==> src/rtl/vga_pkg.sv <==
// Shared VGA-side types: the screen identifiers that the screen selector
// uses to pick which video stream reaches the display.
package vga_pkg;

    typedef enum logic [1:0] {
        START    = 2'd0,
        GAME     = 2'd1,
        PLAYER_1 = 2'd2,
        PLAYER_2 = 2'd3
    } screen_t;

endpackage

==> src/rtl/screen_fsm.sv <==
// Game-flow controller. It decides which screen is shown: title, game, or one
// of the two win screens. Screen changes happen only on frame boundaries, so the
// selected video stream never switches partway through a frame. Every entry into
// GAME produces a one-cycle game reset pulse.
module screen_fsm #(
    parameter int WIN_HOLD_FRAMES = 300,
    parameter int LOCKOUT_FRAMES  = 30,
    parameter bit VSYNC_POL       = 1'b1,
    localparam int CW             = $clog2(WIN_HOLD_FRAMES + 1)
) (
    input  logic             clk,
    input  logic             rst_n,
    input  logic             vsync,
    input  logic             btn_start,
    input  logic             p1_win,
    input  logic             p2_win,
    output vga_pkg::screen_t screen,
    output logic             game_rst,
    output logic [CW-1:0]    frame_cnt
);

    import vga_pkg::*;

    // A rematch is only reachable when the lockout ends before the hold time
    // runs out. Otherwise the lockout compare is forced off so that it never
    // uses a truncated constant.
    localparam bit          REMATCH_OK = (LOCKOUT_FRAMES < WIN_HOLD_FRAMES);
    localparam logic [CW-1:0] LOCK_CNT  = REMATCH_OK ? CW'(LOCKOUT_FRAMES) : '0;
    localparam logic [CW-1:0] HOLD_MAX  = CW'(WIN_HOLD_FRAMES);
    localparam logic [CW-1:0] HOLD_LAST = CW'(WIN_HOLD_FRAMES - 1);

    logic    vsync_q;
    logic    btn_q;
    logic    start_pend;
    logic    win_pend;
    logic    win_p2;

    logic    tick;
    logic    start_req;
    logic    lock_ok;

    screen_t       screen_d;
    logic          game_rst_d;
    logic [CW-1:0] cnt_d;
    logic          start_pend_d;
    logic          win_pend_d;
    logic          win_p2_d;

    assign tick      = VSYNC_POL ? (vsync & ~vsync_q) : (~vsync & vsync_q);
    assign start_req = btn_start & ~btn_q;
    assign lock_ok   = REMATCH_OK && (frame_cnt >= LOCK_CNT);

    // State register. The edge detectors reset to their "already seen" levels,
    // so releasing reset cannot create a fake start press or a fake frame tick.
    always_ff @(posedge clk or negedge rst_n) begin
        if (!rst_n) begin
            screen     <= START;
            game_rst   <= 1'b0;
            frame_cnt  <= '0;
            start_pend <= 1'b0;
            win_pend   <= 1'b0;
            win_p2     <= 1'b0;
            vsync_q    <= VSYNC_POL;
            btn_q      <= 1'b1;
        end else begin
            screen     <= screen_d;
            game_rst   <= game_rst_d;
            frame_cnt  <= cnt_d;
            start_pend <= start_pend_d;
            win_pend   <= win_pend_d;
            win_p2     <= win_p2_d;
            vsync_q    <= vsync;
            btn_q      <= btn_start;
        end
    end

    // Next-state logic. Requests are latched as they arrive and acted on at the
    // next frame tick. A request that arrives in the tick cycle itself counts.
    always_comb begin
        screen_d     = screen;
        game_rst_d   = 1'b0;
        cnt_d        = frame_cnt;
        start_pend_d = start_pend;
        win_pend_d   = win_pend;
        win_p2_d     = win_p2;

        case (screen)
            START: begin
                cnt_d      = '0;
                win_pend_d = 1'b0;
                if (start_req) begin
                    start_pend_d = 1'b1;
                end
                if (tick && start_pend_d) begin
                    screen_d     = GAME;
                    game_rst_d   = 1'b1;
                    start_pend_d = 1'b0;
                end
            end

            GAME: begin
                cnt_d        = '0;
                start_pend_d = 1'b0;
                if (!win_pend && (p1_win || p2_win)) begin
                    win_pend_d = 1'b1;
                    win_p2_d   = ~p1_win;
                end
                if (tick && win_pend_d) begin
                    screen_d   = win_p2_d ? PLAYER_2 : PLAYER_1;
                    win_pend_d = 1'b0;
                end
            end

            PLAYER_1, PLAYER_2: begin
                win_pend_d = 1'b0;
                if (start_req && lock_ok) begin
                    start_pend_d = 1'b1;
                end
                if (tick) begin
                    if (start_pend_d && lock_ok) begin
                        screen_d     = GAME;
                        game_rst_d   = 1'b1;
                        cnt_d        = '0;
                        start_pend_d = 1'b0;
                    end else if (frame_cnt == HOLD_LAST) begin
                        screen_d     = START;
                        cnt_d        = '0;
                        start_pend_d = 1'b0;
                    end else if (frame_cnt != HOLD_MAX) begin
                        cnt_d = frame_cnt + CW'(1);
                    end
                end
            end

            default: begin
                screen_d     = START;
                cnt_d        = '0;
                start_pend_d = 1'b0;
                win_pend_d   = 1'b0;
            end
        endcase
    end

endmodule

==> config.mk <==
export PLATFORM = sky130hd
export DESIGN_NAME = screen_fsm
export DESIGN_NICKNAME = d
export VERILOG_FILES = /design/src/rtl/vga_pkg.sv /design/src/rtl/screen_fsm.sv
export SDC_FILE = /design/constraint.sdc
export NUM_CORES = 1
export LEC_CHECK = 0
export ABC_AREA = 1
export CORE_ASPECT_RATIO = 0.5
export CORE_MARGIN = 4
export CORE_UTILIZATION = 35
export CTS_CLUSTER_SIZE = 24
export DETAILED_ROUTE_END_ITERATION = 8
export PLACE_DENSITY = 0.66
export SLEW_MARGIN = 40
export SYNTH_ARGS = -nofsm -noshare
export SYNTH_HDL_FRONTEND = slang
export SYNTH_SLANG_ARGS = --single-unit
export TNS_END_PERCENT = 100
==> constraint.sdc <==
create_clock -name clk -period 2.2 [get_ports clk]
set_input_delay 0.33 -clock clk [delete_from_list [all_inputs] [get_ports clk]]
set_output_delay 0.33 -clock clk [all_outputs]
set_load 0.02 [all_outputs]
==> results.txt <==
----------------------------------------------------
[Outcome]
  Result of the run ... completed

[CTS]
  Clock insertion delay at the later pin of the skew report ... 0.25 ns
  TritonCTS Buffers ... 3
  Sink count of the clock tree ... 17
  Maximum clock path buffer count ... 2
  Clock slew at reported path FFs ... 0.07 ns
  Clock Tree Root ... sky130_fd_sc_hd__clkbuf_8
  CTS tree ... built
  Cts hold-fix bufs ... 0
  H-tree levels ... 1
  Resized cells post-CTS ... 0
  Setup bufs post-CTS ... 0

[Timing]
  Achievable Freq ... 589 MHz
  Slew Limit Headroom ... 79.3%
  Number of setup violations in the final report ... 0
  Transition time at the pin with the least slew margin ... 0.307 ns
  Post-route setup TNS ... 0 ns
  Setup skew after layout ... 0.00369 ns
  Unrepaired setup endpoints after global routing ... no
  Worst path setup slack after routing ... 0.501 ns
  Ratio of final minimum period to clock period ... 77.2%
  Count of final hold-check violations ... 0
  Final Max Tran Viols ... 0
  Final critical-path required period ... 1.70 ns

[Setup path]
  Depth of the worst register-to-register path ... 10
  Destination of the critical timing path ... frame_cnt[5]
  CP delay by family, top ... buffers and inverters
  Ordered list of cells on the worst path ... clkdlybuf4s50_1
  Slowest cell on the critical path ... sky130_fd_sc_hd__clkdlybuf4s50_1
  Worst setup startpoint ... frame_cnt[5]
  CP Data Required Time ... 1.87 ns
  Worst reg2reg path endpoint ... frame_cnt[3]
  Crit. path cell count ... 1
  Critical Path AT ... 1.37 ns
  Total buffers and inverters traversed by the critical path ... 1
  R2R Setup Slk ... 0.60 ns
  Critical Path Max Stage Delay ... 0.65 ns
  Critical path peak fanout ... 8
  Endpoint type of the worst setup path ... output port
  Reg-to-reg critical path startpoint ... frame_cnt[0]
  Startpoint kind of the worst setup timing path ... flip-flop
  Path type of the worst setup path ... reg -> out

[Synthesis]
  Leading post-synthesis cells by cell area ... sky130_fd_sc_hd__dfrtp_1, sky130_fd_sc_hd__nand2_1, sky130_fd_sc_hd__inv_1
  Dominant cell type by area after synthesis ... sky130_fd_sc_hd__dfrtp_1
  Synth Warn # ... 0
  Post-Synthesis Cells ... 151
  Number of synthesized flops with an enable pin ... 0
  Share of synthesized area occupied by flip-flops and latches ... 40.0%
  Syn nets ... 160
  Top cells by count, synth ... sky130_fd_sc_hd__nand2_1, sky130_fd_sc_hd__inv_1, sky130_fd_sc_hd__dfrtp_1, sky130_fd_sc_hd__nor2_1
  Number of distinct standard cells referenced by the synthesized netlist ... 20
  Async set or reset register ratio after synthesis ... 100%
  Flip-flop and latch count after synthesis ... 17
  Post-synth top flop ... sky130_fd_sc_hd__dfrtp_1
  Per-instance average area after synthesis ... 7.08 sq um
  Netlist area before placement ... 1070 sq um
  Library cell with the highest instance count after synthesis ... sky130_fd_sc_hd__nand2_1
  Area fraction of the dominant cell type after synthesis ... 35.1%

[GRT]
  Number of antenna violations at the first check in global routing ... 0
  Remaining Overflow, GRT ... 0
  Largest net degree at the start of global routing ... 18
  First-pass GRT wire length ... 4080 microns
  Via count of the first global-routing pass ... 916
  Global Route Usage Sum ... 13.0%

[Worst hold path]
  Class of the tightest hold or removal check ... in -> async

[Detailed routing]
  1st-iter DRT viols ... 34
  Final antenna-violating net count ... 0
  Vias post-DR ... 990
  Wire per inst ... 10.7 microns
  Count of TritonRoute iterations in the first routing pass ... 4
  Final routed wirelength across all metal layers ... 2240 microns
  Ratio of routed vias to standard cells ... 4.71
  DRC violation count after routing ... 0

[Power]
  Power per unit of standard cell area ... 743 nW/um^2
  Worst VDD drop ... 0.333 mV
  Leak pwr ... 0.651 nW

[Placement]
  Total of buffers placed on input and output ports ... 17
  Final RePlAce weighted congestion ... 0.785
  Area of placed instances ... 1290 sq um
  DPL Wire Length ... 1750 microns
  Placed cell count ... 206
  Worst setup slack before clock tree synthesis ... 0.405 ns

[Die]
  I/O pin cnt ... 18
  Area of the die ... 4060 sq um
  Initial cell density of the core ... 38.9%
  Die Width ... 86.2 microns
  Die height ... 47.1 microns
  Standard-cell rows ... 13
  Core outline area ... 2750 sq um

[Final layout]
  Nets ... 183
  Share of layout cells above drive strength 1 ... 12.1%
  Final-layout fill cell count ... 290
  Non-filler instance count after layout ... 210
  Antenna diode instance count ... 0
  Synth-to-layout area growth ... 25.1%
  Design area ... 1340 sq um

[Flow run]
  Max-cap viol count ... 0

----------------------------------------------------
-- layout make-up --
cell class | instances | area, sq um | area share, %
multi-input cells | 112 | 559 | 41.8
flip-flops and latches | 17 | 428 | 32.0
repair buffers | 18 | 178 | 13.3
inverters | 22 | 82.6 | 6.17
well taps | 37 | 46.3 | 3.46
clock buffers | 4 | 45.0 | 3.36
-- worst min-delay path by stage --
stage	startpoint	to	slack, ns	cells past startpoint
after floorplan	rst_n	frame_cnt[0]	0.03	0
after global placement	frame_cnt[7]	frame_cnt[7]	0.49	2
after detailed placement	frame_cnt[7]	frame_cnt[7]	0.51	2
after CTS	rst_n	frame_cnt[1]	0.40	2
after global routing	rst_n	frame_cnt[1]	0.41	2
final	rst_n	frame_cnt[1]	0.40	2
-- flip-flops by register name, summed over array words and instances (netlist names) --
name	flops
frame_cnt	9
btn_q	1
vsync_q	1
win_pend	1
screen	2
win_p2	1
game_rst	1
start_pend	1
-- cells in the final DEF, fill, tap and decap left out, drive strengths merged, types with 2 or more instances in the layout --
cell	instances
nand2	56
inv	22
nor2	21
clkdlybuf4s50	17
dfrtp	15
nand3	8
a21oi	7
nand4	5
o21ai	5
xor2	4
clkbuf	4
ha	3
nor3	2
dfstp	2
-- where the power goes --
| group | internal [mW] | switching (mW) |
|---|---|---|
| sequential | 0.358 | 0.0670 |
| clock | 0.129 | 0.108 |
| combinational | 0.149 | 0.184 |
| total | 0.635 | 0.359 |
-- routing by layer --
| metal | global-route usage, % | vias to the layer above | wire (microns) |
|---|---|---|---|
| met3 | 3.15 | 0 | 86 |
| met2 | 21.6 | 22 | 1000 |
| met4 | 2.80 | 0 | 0 |
| li1 | - | 509 | - |
| met5 | 0 | - | 0 |
| met1 | 17.6 | 459 | 1150 |
-- per-stage QoR --
stage	power, mW	hold WS [ns]	utilization [%]
2_1_floorplan	0.621	0.0344	-
3_3_place_gp	0.758	0.489	47.1
3_5_place_dp	0.765	0.506	47.1
4_1_cts	1.01	0.404	48.7
5_1_grt	1.07	0.413	48.7
6_report	0.994	0.400	48.7
-- cell families (layout without fill, tap and decap cells) --
logic type | count (synthesis) | in the layout | synth area share (%)
simple gates | 93 | 93 | 39.9
buf+inv | 22 | 44 | 7.72
flops | 17 | 17 | 40.0
compound gates | 12 | 12 | 5.61
xor+xnor | 4 | 4 | 3.27
fa+ha+maj | 3 | 3 | 3.51
No activity file was read; power rests on OpenSTA's default activity.
